--- src/rtl/pipeline_stall_ctrl.sv ---
// pipeline_stall_ctrl
//   Owns the fetch PC and the IF/ID pipeline register. It holds the front
//   end while the hazard unit asserts its active-low stall, and it inserts
//   bubbles into ID/EX during that time. On an EX-stage redirect (taken
//   branch, jal or jalr) it squashes the fetched instructions. It also keeps
//   saturating stall and flush counters and a sticky stuck-stall watchdog.
//
//   state | meaning
//   ------+-----------------------------------------------------------------
//   RUN   | normal fetch; the PC advances every edge
//   HOLD  | the last edge stalled; the next edge with stall=1 advances again
//   FLUSH | squash window after a redirect; stall is ignored and not counted
//
// Ports
//   clk             in   1      clock, rising edge
//   rst_n           in   1      asynchronous reset, active-low
//   stall           in   1      active-low: 0 = hold the front end
//   redirect        in   1      EX redirect request
//   redirect_pc     in   32     redirect target
//   imem_instr      in   32     instruction at pc (combinational fetch)
//   compressed_flag in   1      imem_instr is a 16-bit RVC instruction
//   pc              out  32     current fetch PC
//   if_id_instr     out  32     IF/ID instruction
//   if_id_pc        out  32     IF/ID PC
//   if_id_valid     out  1      IF/ID holds a real instruction
//   id_ex_bubble    out  1      zero the ID/EX control signals
//   stall_cnt       out  CNT_W  stalled cycles, saturating
//   flush_cnt       out  CNT_W  accepted redirects, saturating
//   stall_timeout   out  1      sticky watchdog flag
module pipeline_stall_ctrl #(
  parameter logic [31:0] RESET_PC     = 32'h0000_0000,
  parameter int          FLUSH_CYCLES = 1,
  parameter int          CNT_W        = 16,
  parameter int          MAX_STALL    = 64
) (
  input  logic             clk,
  input  logic             rst_n,
  input  logic             stall,
  input  logic             redirect,
  input  logic [31:0]      redirect_pc,
  input  logic [31:0]      imem_instr,
  input  logic             compressed_flag,
  output logic [31:0]      pc,
  output logic [31:0]      if_id_instr,
  output logic [31:0]      if_id_pc,
  output logic             if_id_valid,
  output logic             id_ex_bubble,
  output logic [CNT_W-1:0] stall_cnt,
  output logic [CNT_W-1:0] flush_cnt,
  output logic             stall_timeout
);

  localparam logic [31:0] NOP  = 32'h0000_0013;
  localparam int          FL_W = (FLUSH_CYCLES > 1) ? $clog2(FLUSH_CYCLES) : 1;
  localparam int          WD_W = $clog2(MAX_STALL + 1);

  typedef enum logic [1:0] {RUN, HOLD, FLUSH} state_t;

  state_t           state, state_nxt;
  logic [FL_W-1:0]  flush_left, flush_left_nxt;
  logic [WD_W-1:0]  consec, consec_nxt;
  logic [31:0]      pc_nxt, if_id_instr_nxt, if_id_pc_nxt;
  logic             if_id_valid_nxt, id_ex_bubble_nxt, stall_timeout_nxt;
  logic [CNT_W-1:0] stall_cnt_nxt, flush_cnt_nxt;

  always_ff @(posedge clk or negedge rst_n) begin
    if (!rst_n) begin
      state         <= RUN;
      flush_left    <= '0;
      consec        <= '0;
      pc            <= RESET_PC;
      if_id_instr   <= NOP;
      if_id_pc      <= '0;
      if_id_valid   <= 1'b0;
      id_ex_bubble  <= 1'b1;
      stall_cnt     <= '0;
      flush_cnt     <= '0;
      stall_timeout <= 1'b0;
    end else begin
      state         <= state_nxt;
      flush_left    <= flush_left_nxt;
      consec        <= consec_nxt;
      pc            <= pc_nxt;
      if_id_instr   <= if_id_instr_nxt;
      if_id_pc      <= if_id_pc_nxt;
      if_id_valid   <= if_id_valid_nxt;
      id_ex_bubble  <= id_ex_bubble_nxt;
      stall_cnt     <= stall_cnt_nxt;
      flush_cnt     <= flush_cnt_nxt;
      stall_timeout <= stall_timeout_nxt;
    end
  end

  always_comb begin
    state_nxt         = state;
    flush_left_nxt    = flush_left;
    consec_nxt        = consec;
    pc_nxt            = pc;
    if_id_instr_nxt   = if_id_instr;
    if_id_pc_nxt      = if_id_pc;
    if_id_valid_nxt   = if_id_valid;
    id_ex_bubble_nxt  = id_ex_bubble;
    stall_cnt_nxt     = stall_cnt;
    flush_cnt_nxt     = flush_cnt;
    stall_timeout_nxt = stall_timeout;

    if (redirect) begin
      pc_nxt           = redirect_pc;
      if_id_instr_nxt  = NOP;
      if_id_pc_nxt     = '0;
      if_id_valid_nxt  = 1'b0;
      id_ex_bubble_nxt = 1'b1;
      consec_nxt       = '0;
      if (!(&flush_cnt))
        flush_cnt_nxt = flush_cnt + 1'b1;
      // The redirect edge itself is the first squash cycle, so only the
      // remaining FLUSH_CYCLES-1 cycles are spent in FLUSH.
      if (FLUSH_CYCLES > 1) begin
        state_nxt      = FLUSH;
        flush_left_nxt = FL_W'(FLUSH_CYCLES - 1);
      end else begin
        state_nxt      = RUN;
        flush_left_nxt = '0;
      end
    end else if (state == FLUSH) begin
      if_id_instr_nxt  = NOP;
      if_id_pc_nxt     = '0;
      if_id_valid_nxt  = 1'b0;
      id_ex_bubble_nxt = 1'b1;
      if (flush_left <= FL_W'(1)) begin
        state_nxt      = RUN;
        flush_left_nxt = '0;
      end else begin
        flush_left_nxt = flush_left - 1'b1;
      end
    end else if (!stall) begin
      state_nxt        = HOLD;
      id_ex_bubble_nxt = 1'b1;
      if (!(&stall_cnt))
        stall_cnt_nxt = stall_cnt + 1'b1;
      // The watchdog count parks at MAX_STALL so it can never wrap back
      // below the trip point during a very long stall.
      if (consec != WD_W'(MAX_STALL))
        consec_nxt = consec + 1'b1;
      if (consec_nxt == WD_W'(MAX_STALL))
        stall_timeout_nxt = 1'b1;
    end else begin
      state_nxt        = RUN;
      pc_nxt           = pc + (compressed_flag ? 32'd2 : 32'd4);
      if_id_instr_nxt  = imem_instr;
      if_id_pc_nxt     = pc;
      if_id_valid_nxt  = 1'b1;
      id_ex_bubble_nxt = 1'b0;
      consec_nxt       = '0;
    end
  end

endmodule

--- config.mk ---
export PLATFORM = sky130hd
export DESIGN_NAME = pipeline_stall_ctrl
export DESIGN_NICKNAME = d
export VERILOG_FILES = /design/src/rtl/pipeline_stall_ctrl.sv
export SDC_FILE = /design/constraint.sdc
export NUM_CORES = 1
export LEC_CHECK = 0
export BUFFER_PORTS_ARGS = -buffer_cell sky130_fd_sc_hd__buf_4
export CAP_MARGIN = 10
export CORE_MARGIN = 3
export CORE_UTILIZATION = 25
export DETAILED_ROUTE_END_ITERATION = 12
export HOLD_SLACK_MARGIN = 0.03
export SYNTH_ARGS = -nofsm -noshare
export SYNTH_HDL_FRONTEND = slang
export SYNTH_SLANG_ARGS = --single-unit
--- constraint.sdc ---
create_clock -name clk -period 2.35 [get_ports clk]
set_input_delay 0.1175 -clock clk [delete_from_list [all_inputs] [get_ports clk]]
set_output_delay 0.1175 -clock clk [all_outputs]
set_load 0.005 [all_outputs]
Yosys cells after proc, flatten, opt, wreduce, memory -nomap -nowiden
Cells that the tools add are included.
- flip-flop bits (word level): 141
- input port bits: 69
- logic and storage cells: 66
- add/sub/neg operators: 5
- order comparisons: 1
- equality and inequality tests: 5
- multiplexer cells: 30
- bitwise operators: 5
- reductions and logical operators: 9
- operators with widths (kind ; count):
    32-bit two-way mux ; 9
    7-bit two-way mux ; 7
    16-bit by 1-bit adder with 16-bit output, second input constant ; 2
    32-bit by 3-bit adder with 32-bit output ; 1
    16-bit AND reduction ; 2
    1-bit two-way mux ; 10
    4-bit AND reduction ; 2
    7-bit by 1-bit adder with 7-bit output, second input constant ; 1
    7-bit == test, second input constant ; 1
    7-bit != test, second input constant ; 1
    2-bit two-way mux ; 3
    1-bit NOT ; 5
    2-bit AND reduction ; 2
    2-bit nonzero test ; 2
    3-bit two-way mux ; 1
    3-bit by 2-bit != test with 1-bit output, second input constant ; 1
    3-bit nonzero test ; 1
    2-bit == test, second input constant ; 1
    2-bit != test, second input constant ; 1
    1-bit less-or-equal comparator, second input constant ; 1
    1-bit subtractor, second input constant ; 1

Longest topological paths before layout
- depth after elaboration: 8
- gate-level depth with buffers: 9
- gate-level depth less buffers: 8

Least setup slack after synthesis
Ideal clock, no wire load.
- kind: reg-to-reg
- start: reg pc[1]
- end: reg pc[21]
- arrival time: 1983 ps
- data required time: 2218 ps
- setup slack: 235 ps
- stages on the path, launching flop included: 10
- period minus slack after synthesis: 2115 ps
- path through: dfrtp_1 > ha_1 > inv_1 > fa_1 > nor2b_1 > nand4_1 > buf_2 > nor4_1 > xnor2_1 > o21ai_1
- word-level cells in the longest chain between the ends: 4
- ends and longest elaborated chain (item ; RTL line ; text):
    start: declaration ; 43 ; output logic [31:0] pc,
    start signal: assignment ; 83 ; pc <= pc_nxt;
    32-bit by 3-bit adder with 32-bit output ; 149 ; pc_nxt = pc + (compressed_flag ? 32'd2 : 32'd4);
    32-bit two-way mux ; 136 ; end else if (!stall) begin
    32-bit two-way mux ; 125 ; end else if (state == FLUSH) begin
    32-bit two-way mux ; 107 ; if (redirect) begin
No other way between the ends. The select of a mux whose other input is x is not followed.
A chain may end at the register's enable or synchronous reset.

Worst setup path after layout
- start: reg pc[14]
- end: reg pc[28]
Same word-level chain as after synthesis.

==> metrics <==
status=finished clean; Slew headroom=55.3%; worst stage delay on the critical path=0.60 ns; flop-to-flop setup slack=0.20 ns; initial core utilization=25.5%; detailed-router iteration count before antenna repair=4; critical path arrival=2.45 ns; Avg Cell Area, Syn=10.5 um2; asr flop ratio synth=100%; Worst Hold Depth=5; clock skew=0.0105 ns; Critical Path Source Type=register; initial antenna violation count=0; # fillers=2526; largest net degree at the start of global routing=60; CP required=2.65 ns; PwrDens=705 nW/um2; Die Ht=167 um; fin nets=957; Post-Route WL=18900 um; first-pass GRT wire length=31100 um; I/O Pins=200; Post-CTS Setup Bufs=0; fin cells=1224; H-tree Lvls=4; synth unique cells=47; 1st-iter DRT viols=214; Seq pwr share=43.2%; syn_nets=689; placed insts=1127; Worst setup EP type=register; dpl hpwl=12900 um; Port Buffer Count=199; pre-CTS setup slack=0.219 ns; CP max FO=9; Setup-failing EPs final=0; most frequent cells in the layout=buf_4 (212), dfrtp_1 (134), nor2_1 (88), nand2_1 (67), dlygate4sd3_1 (65); Clock power frac=39.5%; Crit Path Category=reg2reg; Internal Pwr Total=4800 uW; VDD IR max=0.000333 V; Hold Fails Final Rpt=0; Hold Crit Class=in2reg; top area cells in the synthesized netlist=dfrtp_1 (52%), mux2i_1 (9.8%), xnor2_1 (5.7%); critical path buffer and inverter count=0; area grow syn2layout=48.9%; clock sink total=138; CTS max path bufs=2; Final TNS setup=0 ns; Antenna diodes=0; crit path cell chain=nand3_2, or3_1, nor4_2, xor2_1, mux2_2; final worst path period share=91.3%; Reg2Reg Depth=5; min cycle time layout=2.15 ns; site row count=58; sw frac=28.9%; Levels on crit path=5; Die Wd=167 um; Cell Area, Synth=6440 um2; worst slew pin tran=0.671 ns; root buffer cell=clkbuf_16; CP max stage cell=or3_1; number of global-route vias before repair=5602; synthesis-stage register bit count=138; Final WS setup=0.205 ns; DRC Markers=0; clk slew on worst S/H paths=0.06 ns; power share of the combinational group=17.4%; die area=27700 um2; Max Cap Violations=0; wire per inst=15.5 um; commonest non-fill, non-tap cell in the layout=buf_4; post-route antenna net violation count=0; Max Slew Vio Count=0; total leakage power=0.00457 uW; Switch Pwr=1950 uW; Peak Freq=466 MHz; Placeable Area=25300 um2; Total GRT Usage=13.8%; Avg Vias per Cell=4.46; top-area cell type share of the netlist area=52.1%; DR vias=5465; register area share after synthesis=53.7%; crit-path leading delay family=simple AND/OR/NAND/NOR gates; number of flops mapped to enable cells by yosys=0; post-synth top area cell=dfrtp_1; GPL Wtd Cong=0.786; number of buffers created by CTS=17; Mapped Cells=613; worst skew pair latency=0.42 ns; GRT overflow=0; layout cells sized above 1=29.4%; Synthesis Warnings=0; Post-synth top flop=dfrtp_1; RSZ-0062 raised after global routing=no; CTS tree=built
[power by group through the flow]
stage	clock (uW)	sequential (uW)	combinational, uW
global placement	0	2950	1090
floorplan	0	2910	446
detailed placement	0	2960	1100
finish	2670	2920	1170
global route	2890	2970	1300
CTS	2780	2920	1190
[repair_timing]
action / 4_1_cts / 5_1_grt
hold buffers: 65 / 0
hold endpoints to repair: 120 / 0
setup endpoints to repair: 0 / 3
resized for setup: 0 / 3
[cell usage after synthesis, types with 4 or more instances]
| library cell | instances |
|---|---|
| nand2_1 | 67 |
| nand3_1 | 23 |
| dfstp_2 | 4 |
| o21ai_0 | 22 |
| nor2_1 | 88 |
| nand4_1 | 10 |
| xnor2_1 | 42 |
| nor4_1 | 8 |
| ha_1 | 6 |
| nor3_1 | 9 |
| nor4_2 | 7 |
| and4_1 | 5 |
| xor2_1 | 18 |
| nor2b_1 | 6 |
| and3_1 | 8 |
| mux2i_1 | 63 |
| clkbuf_1 | 14 |
| inv_1 | 12 |
| buf_2 | 10 |
| a21oi_1 | 6 |
| dfrtp_1 | 134 |
| buf_1 | 5 |
| o21ai_1 | 12 |
[through the flow]
stage | cell area (um2) | util, % | power, uW | hold slack (ns)
after floorplan | 6440 | - | 3360 | -0.178
after global placement | 8340 | 33.0 | 4040 | 0.137
after detailed placement | 8340 | 33.0 | 4060 | 0.137
after CTS | 9570 | 37.9 | 6890 | 0.164
after global routing | 9590 | 38.0 | 7160 | 0.191
final | 9590 | 38.0 | 6760 | 0.183
[sequential cells by signal, summed over array words and instances, names as in the netlist]
| register | count |
|---|---|
| if_id_instr | 32 |
| if_id_valid | 1 |
| stall_cnt | 16 |
| consec | 7 |
| id_ex_bubble | 1 |
| if_id_pc | 32 |
| stall_timeout | 1 |
| flush_cnt | 16 |
| pc | 32 |
[metal layers]
| layer | share of wire [%] | up-vias | global-route usage, % |
|---|---|---|---|
| met2 | 47 | 154 | 22.0 |
| met4 | 1.3 | 0 | 3.84 |
| met5 | 0 | - | 0 |
| li1 | - | 2639 | - |
| met1 | 46 | 2654 | 18.4 |
| met3 | 6.0 | 18 | 3.96 |
[tightest hold or removal path, delay by kind of cell]
family | cells | cell delay, ns
and+or+nand+nor | 1 | 0.04
buffers and inverters | 1 | 0.10
AOI/OAI and AO/OA | 2 | 0.13
adders and majority gates | 1 | 0.15
[worst paths after layout]
path	endpoint	from
max in group asynchronous	if_id_instr[4]$_DFFE_PN1N_	rst_n
worst max register to register	pc[28]$_DFFE_PN0N_	pc[14]$_DFFE_PN0N_
worst max-delay path	pc[28]$_DFFE_PN0N_	pc[14]$_DFFE_PN0N_
worst min register to register	stall_timeout$_DFFE_PN0P_	stall_timeout$_DFFE_PN0P_
min in group asynchronous	flush_cnt[13]$_DFFE_PN0P_	rst_n
worst min-delay path	pc[2]$_DFFE_PN0N_	compressed_flag
[cells by family after synthesis]
group / share of synthesized area (%)
and+or+nand+nor: 19.0
buffers and inverters: 2.76
AOI/OAI and AO/OA: 4.43
DFF: 53.7
xor gates and xnor gates: 8.16
muxes: 10.5
adders and majority gates: 1.48
[cell type report]
cell class	count	area, um2	area share (%)
Clock buffer	19	443	4.62
Clock inverter	13	133	1.38
Inverter	12	45.0	0.470
Multi-Input combinational cell	433	2830	29.5
Sequential cell	138	3460	36.1
Tap cell	330	413	4.31
Timing Repair Buffer	279	2270	23.7
(Power assumes the default switching activity.)
